## config.mk

```make
export PLATFORM = sky130hd
export DESIGN_NAME = i2c_enc_arbiter
export DESIGN_NICKNAME = d
export VERILOG_FILES = /design/src/rtl/i2c_enc_arbiter.sv
export SDC_FILE = /design/constraint.sdc
export NUM_CORES = 1
export LEC_CHECK = 0
export BUFFER_PORTS_ARGS = -buffer_cell sky130_fd_sc_hd__buf_2
export CAP_MARGIN = 40
export CORE_MARGIN = 2
export CORE_UTILIZATION = 53
export DETAILED_ROUTE_END_ITERATION = 10
export HOLD_SLACK_MARGIN = 0.05
export PLACE_DENSITY_LB_ADDON = 0.1
export SLEW_MARGIN = 20
export SYNTH_ARGS = -nofsm -noshare
export SYNTH_HDL_FRONTEND = slang
export SYNTH_SLANG_ARGS = --single-unit
```

## constraint.sdc

```tcl
create_clock -name clock -period 2.7 [get_ports clock]
set_input_delay 0.27 -clock clock [delete_from_list [all_inputs] [get_ports clock]]
set_output_delay 0.27 -clock clock [all_outputs]
set_load 0.02 [all_outputs]
```

## src/rtl/i2c_enc_arbiter.sv

```systemverilog
// Round-robin arbiter sharing one I2C encoder-read engine and channel mux among NUM_REQ requesters.
// Optional build macro I2C_ARB_STATS_EN adds saturating per-requester error counters (err_cnt).
module i2c_enc_arbiter #(
  parameter int NUM_REQ        = 4,
  parameter int SEL_W          = 2,
  parameter int SETTLE_CYCLES  = 16,
  parameter int TIMEOUT_CYCLES = 8192
) (
  input  logic                 clock,
  input  logic                 reset,
  input  logic [NUM_REQ-1:0]   req,
  output logic [NUM_REQ-1:0]   rd_done,
  output logic [NUM_REQ-1:0]   rd_err,
  output logic [11:0]          rd_data,
  output logic                 busy,
  output logic [SEL_W-1:0]     mux_sel,
  output logic                 i2c_start,
  input  logic                 i2c_done,
  input  logic                 i2c_nack,
  input  logic [11:0]          i2c_data
`ifdef I2C_ARB_STATS_EN
  ,
  output logic [NUM_REQ*8-1:0] err_cnt
`endif
);

  // state    | meaning
  // IDLE     | no transaction; grant next requester round-robin from rr_ptr
  // SETTLE   | mux_sel changed, waiting SETTLE_CYCLES for the channel to settle
  // START    | one-cycle i2c_start pulse, timeout window opens
  // WAIT     | waiting for i2c_done / i2c_nack / timeout
  // RESP_OK  | rd_done pulse to the granted requester
  // RESP_ERR | rd_err pulse to the granted requester
  typedef enum logic [2:0] {
    S_IDLE, S_SETTLE, S_START, S_WAIT, S_RESP_OK, S_RESP_ERR
  } state_t;

  localparam int MAX_CYC = (SETTLE_CYCLES > TIMEOUT_CYCLES) ? SETTLE_CYCLES : TIMEOUT_CYCLES;
  localparam int TMR_W   = $clog2(MAX_CYC);
  localparam logic [TMR_W-1:0] SETTLE_LOAD  = TMR_W'(SETTLE_CYCLES - 1);
  localparam logic [TMR_W-1:0] TIMEOUT_LOAD = TMR_W'(TIMEOUT_CYCLES - 1);

  state_t           state, state_nxt;
  logic [TMR_W-1:0] tmr, tmr_nxt;
  logic [SEL_W-1:0] rr_ptr, rr_nxt;
  logic [SEL_W-1:0] sel_nxt;
  logic [11:0]      data_nxt;
  logic             pick_vld;
  logic [SEL_W-1:0] pick_idx;
  logic [SEL_W-1:0] next_ptr;
  logic [NUM_REQ-1:0] gnt_oh;

  // Lowest set bit overall covers the wrap case; lowest set bit at/above rr_ptr overrides it.
  always_comb begin
    pick_vld = 1'b0;
    pick_idx = '0;
    for (int j = NUM_REQ - 1; j >= 0; j--) begin
      if (req[j]) begin
        pick_vld = 1'b1;
        pick_idx = SEL_W'(j);
      end
    end
    for (int j = NUM_REQ - 1; j >= 0; j--) begin
      if (req[j] && (SEL_W'(j) >= rr_ptr)) pick_idx = SEL_W'(j);
    end
  end

  // mux_sel doubles as the registered grant index.
  assign next_ptr = (mux_sel == SEL_W'(NUM_REQ - 1)) ? '0 : mux_sel + SEL_W'(1);
  assign gnt_oh   = NUM_REQ'(1) << mux_sel;

  always_ff @(posedge clock or posedge reset) begin
    if (reset) begin
      state   <= S_IDLE;
      tmr     <= '0;
      rr_ptr  <= '0;
      mux_sel <= '0;
      rd_data <= '0;
    end else begin
      state   <= state_nxt;
      tmr     <= tmr_nxt;
      rr_ptr  <= rr_nxt;
      mux_sel <= sel_nxt;
      rd_data <= data_nxt;
    end
  end

  always_comb begin
    state_nxt = state;
    tmr_nxt   = tmr;
    rr_nxt    = rr_ptr;
    sel_nxt   = mux_sel;
    data_nxt  = rd_data;
    busy      = (state != S_IDLE);
    i2c_start = 1'b0;
    rd_done   = '0;
    rd_err    = '0;
    case (state)
      S_IDLE: begin
        if (pick_vld) begin
          sel_nxt   = pick_idx;
          tmr_nxt   = SETTLE_LOAD;
          state_nxt = S_SETTLE;
        end
      end
      S_SETTLE: begin
        if (tmr == '0) begin
          tmr_nxt   = TIMEOUT_LOAD;
          state_nxt = S_START;
        end else begin
          tmr_nxt = tmr - TMR_W'(1);
        end
      end
      // The timeout window includes the START clock, so the error lands TIMEOUT_CYCLES after i2c_start.
      S_START: begin
        i2c_start = 1'b1;
        tmr_nxt   = tmr - TMR_W'(1);
        state_nxt = S_WAIT;
      end
      S_WAIT: begin
        if (i2c_done && !i2c_nack) begin
          data_nxt  = i2c_data;
          state_nxt = S_RESP_OK;
        end else if (i2c_nack || (tmr == '0)) begin
          state_nxt = S_RESP_ERR;
        end else begin
          tmr_nxt = tmr - TMR_W'(1);
        end
      end
      S_RESP_OK: begin
        rd_done   = gnt_oh;
        rr_nxt    = next_ptr;
        state_nxt = S_IDLE;
      end
      S_RESP_ERR: begin
        rd_err    = gnt_oh;
        rr_nxt    = next_ptr;
        state_nxt = S_IDLE;
      end
      default: state_nxt = S_IDLE;
    endcase
  end

`ifdef I2C_ARB_STATS_EN
  always_ff @(posedge clock or posedge reset) begin
    if (reset) begin
      err_cnt <= '0;
    end else if (state == S_RESP_ERR) begin
      for (int i = 0; i < NUM_REQ; i++) begin
        if ((mux_sel == SEL_W'(i)) && (err_cnt[i*8 +: 8] != 8'hFF))
          err_cnt[i*8 +: 8] <= err_cnt[i*8 +: 8] + 8'd1;
      end
    end
  end
`endif

endmodule
```

==> results.tsv <==
stage	metric	value	unit
worst_hold_path	Min-Delay Path Class	input pin to flip-flop	
worst_setup_path	CP Data Arrival Time	2470	ps
route	DRC	0	
finish	Design Area, Final	0.00212	mm^2
floorplanning	IO Count	44	
logic_synthesis	Post-synth EDFFs	0	
clock_tree	cts hold-fix bufs	1	
worst_setup_path	FF-to-FF Start	tmr[0]	
placed_design	input/output buffers	43	
clock_tree	clock sinks	32	
finish	most common cell after layout, fill and taps aside	buf_2	
logic_synthesis	YS warnings	0	
timing	Setup TNS Final	0	ps
worst_setup_path	WS Path Type	flip-flop to flip-flop	
timing	period utilization	83.8	%
power_and_ir_drop	Power Density	803	mW/mm^2
clock_tree	# Post-CTS Setup Buffers	0	
grt	first-pass GRT wire length	6130	um
route	final WL	3810	um
timing	Fin Clk Skew	8.52	ps
logic_synthesis	#FFs+latches synth	32	
clock_tree	H-tree Lvls	2	
placed_design	Final HPWL DP	2790	um
power_and_ir_drop	leakage power	1.04	nW
route	Starting DRT DRC Count	37	
timing	max-slew violations	0	
logic_synthesis	Post-synth ARST share	100	%
logic_synthesis	Net Count, Synth	204	
route	first-pass detailed-route iteration total	4	
logic_synthesis	Synth Cell Area	0.00178	mm^2
run_status	status	finished, final reports clean	
worst_setup_path	startpoint types	flip-flop	
worst_setup_path	reg-to-reg slack, setup	440	ps
grt	gr ovfl total	0	
finish	ant diodes	0	
placed_design	Cell Area, Placed	0.00205	mm^2
worst_hold_path	hold path endpoint	rd_data[4]	
finish	final net count	253	
worst_hold_path	Hold Crit Depth	2	
logic_synthesis	register area share after synthesis	44.9	%
grt	antenna violations before repair	0	
floorplanning	Core Rows	21	
route	antenna-violating nets left	0	
grt	pin count of the biggest net entering global routing	33	
clock_tree	post-CTS sizing	0	
route	drt wl/cell	13.9	um
worst_hold_path	min-delay src	i2c_data[4]	
worst_setup_path	CP Capture Type	flip-flop	
route	vias	1512	
finish	layout cell share with drive strength beyond 1	33.3	%
route	vias per inst	5.52	
worst_setup_path	R2R cell count	7	
floorplanning	Initial Util	54.3	%
floorplanning	core area	0.00328	mm^2
clock_tree	TritonCTS clock tree	yes	
finish	Area Overhead vs Synth	19.1	%
timing	relative slew slack	54.3	%
worst_setup_path	R2R Path End	tmr[0]	
floorplanning	Die Wd	62	um
timing	final setup vio count	0	
power_and_ir_drop	maximum vdd drop	0.445	mV
grt	Total GRT Usage	22.5	%
clock_tree	CTS buffer count	5	
timing	final worst setup slack	437	ps
grt	vias in the first global route	1429	
logic_synthesis	top_reg_cell synth	dfrtp_1	
timing	post-layout minimum cycle time	2260	ps
floorplanning	Die ar.	0.00384	mm^2
clock_tree	Root Buffer	clkbuf_4	
worst_setup_path	Worst EP required	2900	ps
timing	final hold vios	0	
flow_run	maximum capacitance violations	0	
worst_setup_path	CP max FO	22	
floorplanning	chip height	62	um
clock_tree	Max Buffers Root-to-Sink	2	
timing	WHS	159	ps
logic_synthesis	Unique masters post-synth	39	
clock_tree	CTS clk-pin slew, worst paths	100	ps
placed_design	worst slack, placed	461	ps
logic_synthesis	Mapped Avg Cell Area	10.0	um^2
timing	RSZ-0062 raised after global routing	false	
clock_tree	clock latency on the worst-skew pair	340	ps
logic_synthesis	Cells after Synth	178	
timing	Tightest Pin Transition	684	ps
finish	most frequent cells in the layout	buf_2 (43), nor2_1 (32), dfrtp_1 (32)	
finish	Core Util, Final	64.6	%
placed_design	GPL Wtd Cong	0.825	
timing	fmax	442	MHz
-- registers in the layout, indices dropped and copies added, names as in the netlist --
| signal | flops |
|---|---|
| tmr | 13 |
| rd_data | 12 |
| state | 3 |
| mux_sel | 2 |
| rr_ptr | 2 |
-- worst max-delay path: stages, from the launching register on --
cell	delay [ps]
dfrtp_1	410
inv_1	80
ha_1	200
nor4b_1	160
a311oi_2	440
o21bai_4	240
nor4_2	450
mux2i_1	140
-- how the worst max path moves through the flow --
stage | cells after the start | to | from
3_3_place_gp | 7 | tmr[0] | tmr[0]
4_1_cts | 7 | tmr[1] | tmr[0]
5_1_grt | 7 | tmr[2] | tmr[0]
2_1_floorplan | 6 | tmr[10] | tmr[0]
3_5_place_dp | 7 | tmr[1] | tmr[0]
6_report | 7 | tmr[0] | tmr[0]
-- metal layers --
| layer | GRT usage (%) | routed length, um | up-vias |
|---|---|---|---|
| li1 | - | - | 746 |
| met1 | 24.7 | 1620 | 722 |
| met2 | 40.6 | 1990 | 38 |
| met3 | 6.21 | 139 | 6 |
| met4 | 8.81 | 64 | 0 |
| met5 | 0 | 0 | - |
-- where the power goes --
group,switching (mW),internal (mW)
clock network,0.164,0.127
logic,0.296,0.292
registers,0.191,0.636
total,0.650,1.06
-- synthesized netlist by cell type (2+ instances only) --
cell / number / area (um^2)
dfrtp_1: 32 / 801
nor2_1: 32 / 120
a21oi_1: 13 / 65.1
mux2_2: 13 / 146
nand2_1: 9 / 33.8
o22a_1: 9 / 78.8
ha_1: 6 / 75.1
inv_1: 6 / 22.5
nor4_1: 5 / 31.3
a31oi_1: 4 / 25.0
nand2b_1: 4 / 25.0
nor3b_1: 4 / 30.0
clkbuf_1: 3 / 11.3
nor3_1: 3 / 15.0
nor4_2: 3 / 37.5
a2bb2oi_1: 2 / 17.5
and2_1: 2 / 12.5
buf_4: 2 / 15.0
mux2i_1: 2 / 20.0
nor4b_1: 2 / 17.5
o21ai_0: 2 / 10.0
or2_2: 2 / 12.5
or3_1: 2 / 12.5
-- cell type report --
| type | instances | area [um^2] |
|---|---|---|
| fillers | 282 | 1160 |
| multi-input cells | 133 | 917 |
| flip-flops and latches | 32 | 801 |
| repair buffers | 49 | 263 |
| well taps | 46 | 57.6 |
| clock buffers | 7 | 55.1 |
| inverters | 6 | 22.5 |
| clock inverters | 1 | 7.51 |
-- cell families (layout without fill, tap and decap cells) --
kind of cell | after synthesis | count (layout) | synth area share [%]
muxes | 15 | 15 | 9.33
adders and majority gates | 6 | 6 | 4.21
buffers and inverters | 13 | 63 | 3.65
DFF | 32 | 32 | 44.9
AOI/OAI and AO/OA | 39 | 39 | 15.9
and+or+nand+nor | 73 | 73 | 22.0
-- stage by stage --
| stage | std cells | power, mW |
|---|---|---|
| after floorplan | 178 | 1.22 |
| after global placement | 265 | 1.37 |
| after detailed placement | 265 | 1.42 |
| after CTS | 274 | 1.73 |
| after global routing | 274 | 1.84 |
| final | 274 | 1.71 |
No activity file was read; power rests on OpenSTA's default activity.
